--- config.mk ---
export PLATFORM = sky130hd
export DESIGN_NAME = traffic_phase_ctrl_flat
export DESIGN_NICKNAME = d
export VERILOG_FILES = /design/src/rtl/traffic_phase_if.sv /design/src/rtl/traffic_phase_ctrl.sv /design/src/flat_wrapper.sv
export SDC_FILE = /design/constraint.sdc
export NUM_CORES = 1
export LEC_CHECK = 0
export CAP_MARGIN = 20
export CORE_AREA = 10 10 88 90
export DETAILED_ROUTE_END_ITERATION = 7
export DIE_AREA = 0 0 98 100
export GPL_TIMING_DRIVEN = 1
export SYNTH_ARGS = -nofsm -noshare
export SYNTH_HDL_FRONTEND = slang
export SYNTH_SLANG_ARGS = --single-unit
export TNS_END_PERCENT = 5
--- constraint.sdc ---
create_clock -name Clk -period 2.7 [get_ports Clk]
set_input_delay 0.27 -clock Clk [delete_from_list [all_inputs] [get_ports Clk]]
set_output_delay 0.27 -clock Clk [all_outputs]
set_load 0.02 [all_outputs]
--- src/rtl/traffic_phase_if.sv ---
// Bundles the sequencer's control inputs and signal-status outputs.
// The controller uses the slave modport; the supervising logic uses master.
interface traffic_phase_if #(
  parameter int NUM_SIDES = 4,
  parameter int DENS_W    = 4,
  parameter int GREEN_MAX = 40
);
  localparam int SIDE_W = (NUM_SIDES > 2) ? $clog2(NUM_SIDES) : 1;
  localparam int TMR_W  = $clog2(GREEN_MAX + 1);

  logic                        Tick;
  logic [NUM_SIDES-1:0]        Req;
  logic [NUM_SIDES*DENS_W-1:0] Density;
  logic                        Emerg_Req;
  logic [SIDE_W-1:0]           Emerg_Side;
  logic [SIDE_W-1:0]           Side;
  logic [1:0]                  Phase;
  logic [TMR_W-1:0]            Remain;
  logic                        Side_Change;
  logic                        Emerg_Active;

  modport master (
    output Tick, Req, Density, Emerg_Req, Emerg_Side,
    input  Side, Phase, Remain, Side_Change, Emerg_Active
  );

  modport slave (
    input  Tick, Req, Density, Emerg_Req, Emerg_Side,
    output Side, Phase, Remain, Side_Change, Emerg_Active
  );
endinterface

--- src/rtl/traffic_phase_ctrl.sv ---
// Density-based traffic sequencer: GREEN -> YELLOW -> ALLRED per side, with
// request skipping, gap-out and emergency pre-emption. All outputs registered.
module traffic_phase_ctrl #(
  parameter int NUM_SIDES  = 4,
  parameter int DENS_W     = 4,
  parameter int GREEN_MIN  = 8,
  parameter int GREEN_UNIT = 2,
  parameter int GREEN_MAX  = 40,
  parameter int YELLOW_T   = 3,
  parameter int ALLRED_T   = 1
) (
  input  logic Clk,
  input  logic Reset,
  traffic_phase_if.slave bus
);
  localparam int SIDE_W = (NUM_SIDES > 2) ? $clog2(NUM_SIDES) : 1;
  localparam int TMR_W  = $clog2(GREEN_MAX + 1);

  typedef enum logic [1:0] {
    GREEN  = 2'd0,
    YELLOW = 2'd1,
    ALLRED = 2'd2
  } phase_t;

  phase_t            phase_q, phase_d;
  logic [SIDE_W-1:0] side_q, side_d;
  logic [TMR_W-1:0]  remain_q, remain_d;
  logic [TMR_W-1:0]  elapsed_q, elapsed_d;
  logic              side_change_q, side_change_d;
  logic              emerg_active_q, emerg_active_d;

  logic              emerg_valid;
  logic              hold;
  logic              found;
  logic [SIDE_W-1:0] cand;
  logic [SIDE_W-1:0] next_side;
  logic [DENS_W-1:0] dens [NUM_SIDES];

  // Wide intermediate so a large density can never wrap before clamping.
  function automatic logic [TMR_W-1:0] green_load(input logic [DENS_W-1:0] d);
    logic [63:0] wide;
    wide = 64'(GREEN_MIN) + 64'(GREEN_UNIT) * 64'(d);
    if (wide > 64'(GREEN_MAX)) return TMR_W'(GREEN_MAX);
    return wide[TMR_W-1:0];
  endfunction

  function automatic logic [TMR_W-1:0] sat_inc(input logic [TMR_W-1:0] v);
    if (v >= TMR_W'(GREEN_MAX)) return TMR_W'(GREEN_MAX);
    return v + 1'b1;
  endfunction

  always_comb begin
    for (int i = 0; i < NUM_SIDES; i++) dens[i] = bus.Density[i*DENS_W +: DENS_W];
  end

  assign emerg_valid = bus.Emerg_Req && (32'(bus.Emerg_Side) < NUM_SIDES);
  assign hold        = emerg_valid && (bus.Emerg_Side == side_q);

  // Rotating search starting after the current side; the current side comes last.
  always_comb begin
    next_side = SIDE_W'((32'(side_q) + 1) % NUM_SIDES);
    found     = 1'b0;
    cand      = '0;
    for (int i = 1; i <= NUM_SIDES; i++) begin
      cand = SIDE_W'((32'(side_q) + 32'(i)) % NUM_SIDES);
      if (!found && bus.Req[cand]) begin
        next_side = cand;
        found     = 1'b1;
      end
    end
    if (emerg_valid) next_side = bus.Emerg_Side;
  end

  always_comb begin
    phase_d       = phase_q;
    side_d        = side_q;
    remain_d      = remain_q;
    elapsed_d     = elapsed_q;
    side_change_d = 1'b0;
    if (bus.Tick) begin
      unique case (phase_q)
        GREEN: begin
          if (!hold) begin
            if (remain_q == TMR_W'(1) || emerg_valid ||
                (!bus.Req[side_q] && elapsed_q >= TMR_W'(GREEN_MIN))) begin
              phase_d  = YELLOW;
              remain_d = TMR_W'(YELLOW_T);
            end else begin
              remain_d  = remain_q - 1'b1;
              elapsed_d = sat_inc(elapsed_q);
            end
          end
        end
        YELLOW: begin
          if (remain_q == TMR_W'(1)) begin
            phase_d  = ALLRED;
            remain_d = TMR_W'(ALLRED_T);
          end else begin
            remain_d = remain_q - 1'b1;
          end
        end
        ALLRED: begin
          if (remain_q == TMR_W'(1)) begin
            phase_d       = GREEN;
            side_d        = next_side;
            remain_d      = green_load(dens[next_side]);
            elapsed_d     = '0;
            side_change_d = 1'b1;
          end else begin
            remain_d = remain_q - 1'b1;
          end
        end
        default: phase_d = GREEN;
      endcase
    end
    emerg_active_d = (phase_d == GREEN) && emerg_valid && (bus.Emerg_Side == side_d);
  end

  always_ff @(posedge Clk or posedge Reset) begin
    if (Reset) begin
      phase_q        <= GREEN;
      side_q         <= '0;
      remain_q       <= TMR_W'(GREEN_MIN);
      elapsed_q      <= '0;
      side_change_q  <= 1'b0;
      emerg_active_q <= 1'b0;
    end else begin
      phase_q        <= phase_d;
      side_q         <= side_d;
      remain_q       <= remain_d;
      elapsed_q      <= elapsed_d;
      side_change_q  <= side_change_d;
      emerg_active_q <= emerg_active_d;
    end
  end

  assign bus.Side         = side_q;
  assign bus.Phase        = phase_q;
  assign bus.Remain       = remain_q;
  assign bus.Side_Change  = side_change_q;
  assign bus.Emerg_Active = emerg_active_q;
endmodule

--- src/flat_wrapper.sv ---
// flat-port wrapper written by rule: the top's interface ports become plain ports
module traffic_phase_ctrl_flat 
#(
  parameter int NUM_SIDES  = 4,
  parameter int DENS_W     = 4,
  parameter int GREEN_MIN  = 8,
  parameter int GREEN_UNIT = 2,
  parameter int GREEN_MAX  = 40,
  parameter int YELLOW_T   = 3,
  parameter int ALLRED_T   = 1
)
  (Clk, Reset, bus_Tick, bus_Req, bus_Density, bus_Emerg_Req, bus_Emerg_Side, bus_Side, bus_Phase, bus_Remain, bus_Side_Change, bus_Emerg_Active);
  traffic_phase_if #(.NUM_SIDES(NUM_SIDES), .DENS_W(DENS_W), .GREEN_MAX(GREEN_MAX)) bus_i ();
  input  logic Clk;
  input  logic Reset;
  input wire logic [$bits(bus_i.Tick)-1:0] bus_Tick;
  input wire logic [$bits(bus_i.Req)-1:0] bus_Req;
  input wire logic [$bits(bus_i.Density)-1:0] bus_Density;
  input wire logic [$bits(bus_i.Emerg_Req)-1:0] bus_Emerg_Req;
  input wire logic [$bits(bus_i.Emerg_Side)-1:0] bus_Emerg_Side;
  output wire logic [$bits(bus_i.Side)-1:0] bus_Side;
  output wire logic [$bits(bus_i.Phase)-1:0] bus_Phase;
  output wire logic [$bits(bus_i.Remain)-1:0] bus_Remain;
  output wire logic [$bits(bus_i.Side_Change)-1:0] bus_Side_Change;
  output wire logic [$bits(bus_i.Emerg_Active)-1:0] bus_Emerg_Active;
  assign bus_i.Tick = bus_Tick;
  assign bus_i.Req = bus_Req;
  assign bus_i.Density = bus_Density;
  assign bus_i.Emerg_Req = bus_Emerg_Req;
  assign bus_i.Emerg_Side = bus_Emerg_Side;
  assign bus_Side = bus_i.Side;
  assign bus_Phase = bus_i.Phase;
  assign bus_Remain = bus_i.Remain;
  assign bus_Side_Change = bus_i.Side_Change;
  assign bus_Emerg_Active = bus_i.Emerg_Active;
  traffic_phase_ctrl #(.NUM_SIDES(NUM_SIDES), .DENS_W(DENS_W), .GREEN_MIN(GREEN_MIN), .GREEN_UNIT(GREEN_UNIT), .GREEN_MAX(GREEN_MAX), .YELLOW_T(YELLOW_T), .ALLRED_T(ALLRED_T)) u_core (.Clk(Clk), .Reset(Reset), .bus(bus_i));
endmodule
==> summary.txt, run 1 <==
Run status
  – Status: completed

Final layout
  – Post-Layout Cell Count: 349
  – Area grow syn2layout: 46.62%
  – N_diodes: 0
  – Share of cells above drive strength 1: 0.2353
  – Design Area, Final: approximately 0.0026 mm²
  – # fillers: between 600 and 700
  – Final core occ: 0.4164
  – NumNets Final: 310

Die
  – Die Area: slightly below 0.01 mm²
  – Die Span X: between 90 and 100 µm
  – Die Y: about 100 µm
  – Row count: 29
  – Core Region: approximately 0.0061 mm²
  – Starting Density: 0.2840
  – Number of placed I/O pins: 38

Power
  – Sw power: 0.9195 mW
  – Internal Pwr Total: between 1 and 1.5 mW
  – Seq pwr share: 0.230
  – Switching Share: 0.4503
  – Worst vdd ir: 244.6 µV
  – Clock share of power: 0.098
  – Power density cells: 799.6 mW/mm²
  – Leakage: approximately 1.1 nW
  – Combinational cell fraction of total power: 0.672

Detailed routing
  – Routed vias: 1751
  – DRT iter0 DRCs: 39
  – Drt first pass iters: 4
  – Routed WL: ~4700 µm
  – Drt drc: 0
  – Drt wl/cell: between 10 and 15 µm
  – Via/cell ratio: roughly 5.0
  – Detail Route Antenna Nets: 0

Setup path
  – CP arrival: about 2900 ps
  – Worst path required time: between 2000 and 3000 ps
  – Type of origin of the critical path: flop
  – Worst setup EP type: flop
  – Critical Path Fanout Max: 4
  – WS Path Type: flop to flop

Clocking
  – Clock transition at the registers of the reported paths: 70 ps
  – Clock tree from TritonCTS: yes
  – H-tree levels: 1
  – Longest Clk Path Bufs: 2
  – Clk sinks: 18
  – Clk Latency, worst-skew pair: approximately 260 ps
  – Hold buffer count at CTS: 0
  – Number of buffers created by CTS: 3
  – Root Driver: clkbuf_8

GRT
  – Initial antenna violation count: 0
  – GRT overflow: 0
  – Vias in the first global route: 1804
  – Global-route wire length before repair: 8293 µm
  – Gr usage total: 0.09644
  – Largest net degree at the start of global routing: 19

Yosys
  – Syn nets: roughly 240
  – Synth Instances: about 200
  – #FFs+latches synth: 18
  – Unique masters post-synth: 54
  – Synth Cell Area: about 0.0017 mm²
  – Post-synth EDFFs: 0
  – Sequential fraction of the synthesis area: 0.2593
  – YS warnings: 0
  – Main synth FF type: dfrtp_1
  – Asr flop ratio synth: 1.000
  – Average size of a mapped cell: between 8 and 9 µm²

Placed design
  – Placed cell area: approximately 0.0024 mm²
  – GP Congestion: between 0.7 and 0.8
  – Port-buffer cells: 37
  – Inst Count DP: roughly 340
  – Dpl hpwl: a little under 4000 µm

STA
  – Worst Skew: 4.044 ps
  – Relative slew slack: 0.5151
  – Total negative slack: 0 ps
  – Fin. max-slew vios: 0
  – Final Hold Fails: 0
  – RSZ-0062 raised after global routing: yes
  – Final period utilization: 0.9854
  – Worst hold slack: approximately 440 ps
  – Final setup fails: 0
  – Period minus WS final: approximately 2700 ps
  – F_max: between 0.3 and 0.4 GHz
  – Slew at the pin with the worst max-slew slack: 726.6 ps

Worst hold path
  – Hold crit path type: input pin to async pin

Run
  – Max cap viols: 0
==> metrics by stage <==
stage,setup slack [ps],power (mW)
floorplan,-240.9,1.324
global placement,-423.9,1.757
detailed placement,-492.5,1.785
CTS,-7.347,2.025
global route,-94.65,2.236
finish,39.30,2.042
==> logic make-up (layout without fill, tap and decap cells) <==
| group | count (synthesis) | count (layout) | share of synthesized area |
|---|---|---|---|
| AND/OR/NAND/NOR | 67 | 67 | 0.2012 |
| AO/OA/AOI/OAI | 63 | 63 | 0.2622 |
| buffers and inverters | 25 | 91 | 0.06322 |
| flip-flops | 18 | 18 | 0.2593 |
| multiplexers | 15 | 15 | 0.09986 |
| adder cells (fa/ha/maj) | 11 | 11 | 0.07902 |
| XOR/XNOR | 7 | 7 | 0.03520 |
==> cell type report <==
cell class / instances / area [µm²] / share of cell area
multi-input cells: 163 / 1275 / 0.4993
repair buffers: 68 / 606.8 / 0.2376
flip-flops and latches: 18 / 454.2 / 0.1779
well taps: 77 / 96.34 / 0.03773
inverters: 19 / 76.32 / 0.02989
clock buffers: 4 / 45.04 / 0.01764
==> sequential cells by signal (all words and copies together), names as in the netlist <==
| signal | count |
|---|---|
| u_core.bus.Remain | 6 |
| u_core.elapsed_q | 6 |
| u_core.bus.Phase | 2 |
| u_core.bus.Side | 2 |
| u_core.bus.Emerg_Active | 1 |
| u_core.bus.Side_Change | 1 |
==> metal layers <==
layer / GRT usage / share of wire
met1: 0.1117 / 0.45
met2: 0.1751 / 0.50
met3: 0.01923 / 0.033
met4: 0.02685 / 0.014
met5: 0 / 0
==> Yosys cell counts, types with 2 or more instances <==
| master | instances | share of area |
|---|---|---|
| xor2_1 | 5 | 0.025 |
| nor2_1 | 12 | 0.026 |
| xnor2_1 | 2 | 0.010 |
| o21ai_1 | 2 | 0.0057 |
| or3_1 | 3 | 0.011 |
| clkbuf_1 | 3 | 0.0065 |
| nor3b_1 | 4 | 0.017 |
| mux2_2 | 2 | 0.013 |
| buf_6 | 2 | 0.013 |
| nor2b_1 | 2 | 0.0072 |
| a21oi_1 | 10 | 0.029 |
| a31o_2 | 3 | 0.015 |
| o21a_1 | 3 | 0.013 |
| nand2_1 | 14 | 0.030 |
| o21bai_1 | 2 | 0.0086 |
| nand3_1 | 11 | 0.032 |
| ha_1 | 11 | 0.079 |
| nor3_1 | 5 | 0.014 |
| and2_1 | 6 | 0.022 |
| a2bb2oi_1 | 3 | 0.015 |
| o211ai_1 | 3 | 0.013 |
| mux2i_1 | 11 | 0.063 |
| nand2b_1 | 3 | 0.011 |
| o31ai_1 | 2 | 0.0086 |
| inv_1 | 19 | 0.041 |
| dfrtp_1 | 17 | 0.24 |
| o21ai_0 | 15 | 0.043 |
| a31oi_1 | 5 | 0.018 |
==> final timing paths <==
kind | start | endpoint | slack (ps) | depth (start not counted)
min in group Clk | u_core.elapsed_q[1] | u_core.elapsed_q[1] | 560 | 2
hold reg to reg | u_core.elapsed_q[1] | u_core.elapsed_q[1] | 560 | 2
max in group asynchronous | Reset | u_core.bus.Side[1] | 1760 | 2
hold / removal | Reset | u_core.elapsed_q[1] | 440 | 2
setup / recovery | u_core.bus.Side[0] | u_core.bus.Remain[4] | 40 | 12
setup reg to reg | u_core.bus.Side[0] | u_core.bus.Remain[4] | 40 | 12
==> cell usage in the layout, fill, tap and decap left out, types with 4 or more instances in the layout <==
| cell type | netlist | routed |
|---|---|---|
| mux2i_1 | 11 | 10 |
| nand3_1 | 11 | 11 |
| a21oi_1 | 10 | 10 |
| o21ai_0 | 15 | 14 |
| buf_4 | 0 | 30 |
| nor2_1 | 12 | 10 |
| nor3_1 | 5 | 4 |
| and2_1 | 6 | 6 |
| inv_1 | 19 | 16 |
| clkdlybuf4s50_1 | 0 | 34 |
| nand2_1 | 14 | 14 |
| a31oi_1 | 5 | 5 |
| dfrtp_1 | 17 | 15 |
| xor2_1 | 5 | 5 |
| ha_1 | 11 | 9 |
==> worst max-delay path: stages (launching register included) <==
cell	delay, ps
dfrtp_2	440
and3b_1	170
o2111a_1	250
a311oi_4	310
mux2_4	350
mux2i_4	180
inv_2	80
ha_4	170
inv_4	60
nor3_4	30
a2bb2o_4	200
o31a_1	280
o21ai_2	50
==> power groups by stage <==
stage / sequential, mW / combinational, mW / clock, mW
2_1_floorplan: 0.524 / 0.800 / 0
5_1_grt: 0.490 / 1.53 / 0.218
6_report: 0.470 / 1.37 / 0.199
3_3_place_gp: 0.473 / 1.28 / 0
4_1_cts: 0.470 / 1.35 / 0.209
3_5_place_dp: 0.476 / 1.31 / 0
==> timing repair <==
action / in CTS / in global routing
endpoints found under the setup margin: 4 / 6
resized for setup: 8 / 13
pin swaps: 5 / 5
buffers inserted: 3 / 1
Power figures use the tool's default switching activity.
==> run 2, diff against run 1 <==
--- a/config.mk
+++ b/config.mk
@@ -13,4 +13,4 @@
 export SYNTH_ARGS = -nofsm -noshare
 export SYNTH_HDL_FRONTEND = slang
 export SYNTH_SLANG_ARGS = --single-unit
-export TNS_END_PERCENT = 5
+export TNS_END_PERCENT = 50
==> constraint.sdc (replaced) <==
create_clock -name Clk -period 2.96 [get_ports Clk]
set_input_delay 0.296 -clock Clk [delete_from_list [all_inputs] [get_ports Clk]]
set_output_delay 0.296 -clock Clk [all_outputs]
set_load 0.02 [all_outputs]
==> run 2 against run 1 <==
Against the previous run: critical path depth up 1; sequential share of layout area increased by 0.72 points; setup slack gained 170 ps; clock power rose by 9%; clock skew shrank 0.93 ps; total power decreased by 11%; non-clock buffer count is 8 lower; cell count is 2.3% lower; maximum frequency shrank 3.3%.
==> summary.txt, run 2 (synthesis results as in run 1) <==
Placed design
  – GP Congestion: 0.8252 (+3.8%)
  – Inst Count DP: 337 (-1.2%)
  – Placed cell area: 0.002354 mm² (-1.6%)
  – Port-buffer cells: 37 (unchanged)
  – Dpl hpwl: 3780 µm (-3.4%)

STA
  – F_max: 0.3633 GHz (-3.3%)
  – Final period utilization: 0.9298 (-0.05564)
  – Final setup fails: 0 (unchanged)
  – Slew at the pin with the worst max-slew slack: 735.6 ps (+9.000 ps)
  – Final Hold Fails: 0 (unchanged)
  – Period minus WS final: 2752 ps (+91.51 ps)
  – Relative slew slack: 0.5091 (-0.006007)
  – Worst Skew: 3.110 ps (-0.9348 ps)
  – RSZ-0062 raised after global routing: no
  – Fin. max-slew vios: 0 (unchanged)

Setup path
  – WS Path Type: flop to flop
  – Worst path required time: 3160 ps (+270 ps)
  – Type of origin of the critical path: flop
  – FF-to-FF setup slack: 210 ps (+170 ps)
  – CP arrival: 2950 ps (+100 ps)
  – Critical Path Fanout Max: 6 (+2)
  – Worst setup EP type: flop

Die
  – Number of placed I/O pins: 38 (unchanged)
  – Starting Density: 0.2840 (unchanged)
  – Die Area: 0.009800 mm² (unchanged)
  – Row count: 29 (unchanged)
  – Die Span X: 98 µm (unchanged)
  – Die Y: 100 µm (unchanged)
  – Core Region: 0.006132 mm² (unchanged)

GRT
  – Global-route wire length before repair: 7769 µm (-6.3%)
  – Initial antenna violation count: 0 (unchanged)
  – Vias in the first global route: 1714 (-5.0%)
  – GRT overflow: 0 (unchanged)
  – Gr usage total: 0.09238 (-0.004059)
  – Largest net degree at the start of global routing: 19 (unchanged)

Final layout
  – Area grow syn2layout: 40.52%
  – N_diodes: 0 (unchanged)
  – Commonest non-fill, non-tap cell in the layout: clkdlybuf4s50_1
  – Final core occ: 0.3991 (-0.01734)
  – Post-Layout Cell Count: 341 (-2.3%)
  – Share of cells above drive strength 1: 0.1818 (-0.05348)
  – NumNets Final: 302 (-2.6%)
  – Design Area, Final: 0.002447 mm² (-4.2%)
  – Most frequent cells in the layout: clkdlybuf4s50_1 (35), buf_4 (23), inv_1 (19)

Detailed routing
  – Drt wl/cell: 13.75 µm (+1.2%)
  – Drt first pass iters: 4 (unchanged)
  – Detail Route Antenna Nets: 0 (unchanged)
  – DRT iter0 DRCs: 69 (+77%)
  – Routed vias: 1709 (-2.4%)
  – Drt drc: 0 (unchanged)
  – Routed WL: 4688 µm (-1.1%)
  – Via/cell ratio: 5.012 (-0.11%)

Clocking
  – Clock transition at the registers of the reported paths: 80 ps (about the same)
  – Root Driver: clkbuf_8
  – Clk sinks: 18 (unchanged)
  – Longest Clk Path Bufs: 2 (unchanged)
  – Hold buffer count at CTS: 0 (unchanged)
  – Clock tree from TritonCTS: yes
  – Number of buffers created by CTS: 3 (unchanged)
  – Clk Latency, worst-skew pair: 270 ps (about the same)
  – H-tree levels: 1 (unchanged)

Power
  – Combinational cell fraction of total power: 0.646 (-0.026)
  – Sw power: 0.8212 mW (-11%)
  – Power density cells: 744.6 mW/mm² (-6.9%)
  – Clock share of power: 0.119 (+0.021)
  – Internal Pwr Total: 1.001 mW (-11%)
  – Seq pwr share: 0.235 (+0.005)
  – Leakage: 1.073 nW (-3.3%)
  – Total power draw: 1.822 mW (-11%)
  – Worst vdd ir: 238.6 µV (-2.4%)
  – Switching Share: 0.4506 (about the same)

Run
  – Max cap viols: 0 (unchanged)

Worst hold path
  – Hold crit path type: input pin to async pin

Run status
  – Status: completed
==> run 2: through the flow <==
stage          setup slack, ps  hold WS [ps]  setup TNS, ps
5_1_grt                 0.9115         540.4              0
3_5_place_dp            -276.3         537.7          -1089
2_1_floorplan            2.264         233.8              0
6_report                 207.8         445.0              0
3_3_place_gp            -213.5         521.0         -754.6
4_1_cts                  8.606         499.2              0
==> run 2: power groups by stage <==
| stage | combinational (mW) | clock [mW] | sequential, mW |
|---|---|---|---|
| final | 1.18 | 0.217 | 0.429 |
| after global routing | 1.31 | 0.225 | 0.444 |
| after CTS | 1.17 | 0.219 | 0.430 |
| after detailed placement | 1.17 | 0 | 0.435 |
| after global placement | 1.16 | 0 | 0.431 |
| after floorplan | 0.725 | 0 | 0.478 |
==> run 2: repair_timing <==
| action | in CTS | in global routing |
|---|---|---|
| setup endpoints to repair | 0 | 5 |
| resized for setup | 0 | 7 |
| setup buffers | 0 | 0 |
| endpoints found under the hold margin | 0 | 0 |
==> run 2: worst paths after layout <==
path | from | to | cells after the start
max | u_core.bus.Side[0] | u_core.bus.Remain[4] | 13
min | Reset | u_core.bus.Remain[0] | 2
max reg2reg | u_core.bus.Side[0] | u_core.bus.Remain[4] | 13
min reg2reg | u_core.elapsed_q[1] | u_core.elapsed_q[1] | 2
max in group asynchronous | Reset | u_core.bus.Side[0] | 2
min in group Clk | u_core.elapsed_q[1] | u_core.elapsed_q[1] | 2
==> run 2: cell type report <==
type                            instances  area, µm²
Sequential cell                        18      452.9
Clock buffer                            4      55.05
Tap cell                               77      96.34
Multi-Input combinational cell        163       1224
Timing Repair Buffer                   60      548.0
Inverter                               19      71.32
Fill cell                             638       3685
==> run 2: routing by layer <==
| layer | track usage | up-vias | wire length (µm) |
|---|---|---|---|
| met1 | 0.1096 | 809 | 2226 |
| met3 | 0.02060 | 5 | 161 |
| met4 | 0.03132 | 0 | 52 |
| met5 | 0 | - | 0 |
| li1 | - | 865 | - |
| met2 | 0.1604 | 30 | 2248 |
==> run 2: worst max-delay path, stage by stage, from the launching register on <==
cell	delay, ps
dfrtp_2	450
and3b_1	190
o2111a_1	260
a311oi_4	200
buf_4	200
mux2_4	320
mux2i_4	170
inv_1	90
ha_2	190
inv_1	80
nor3_2	50
a2bb2o_4	200
o31a_1	240
o21ai_2	50
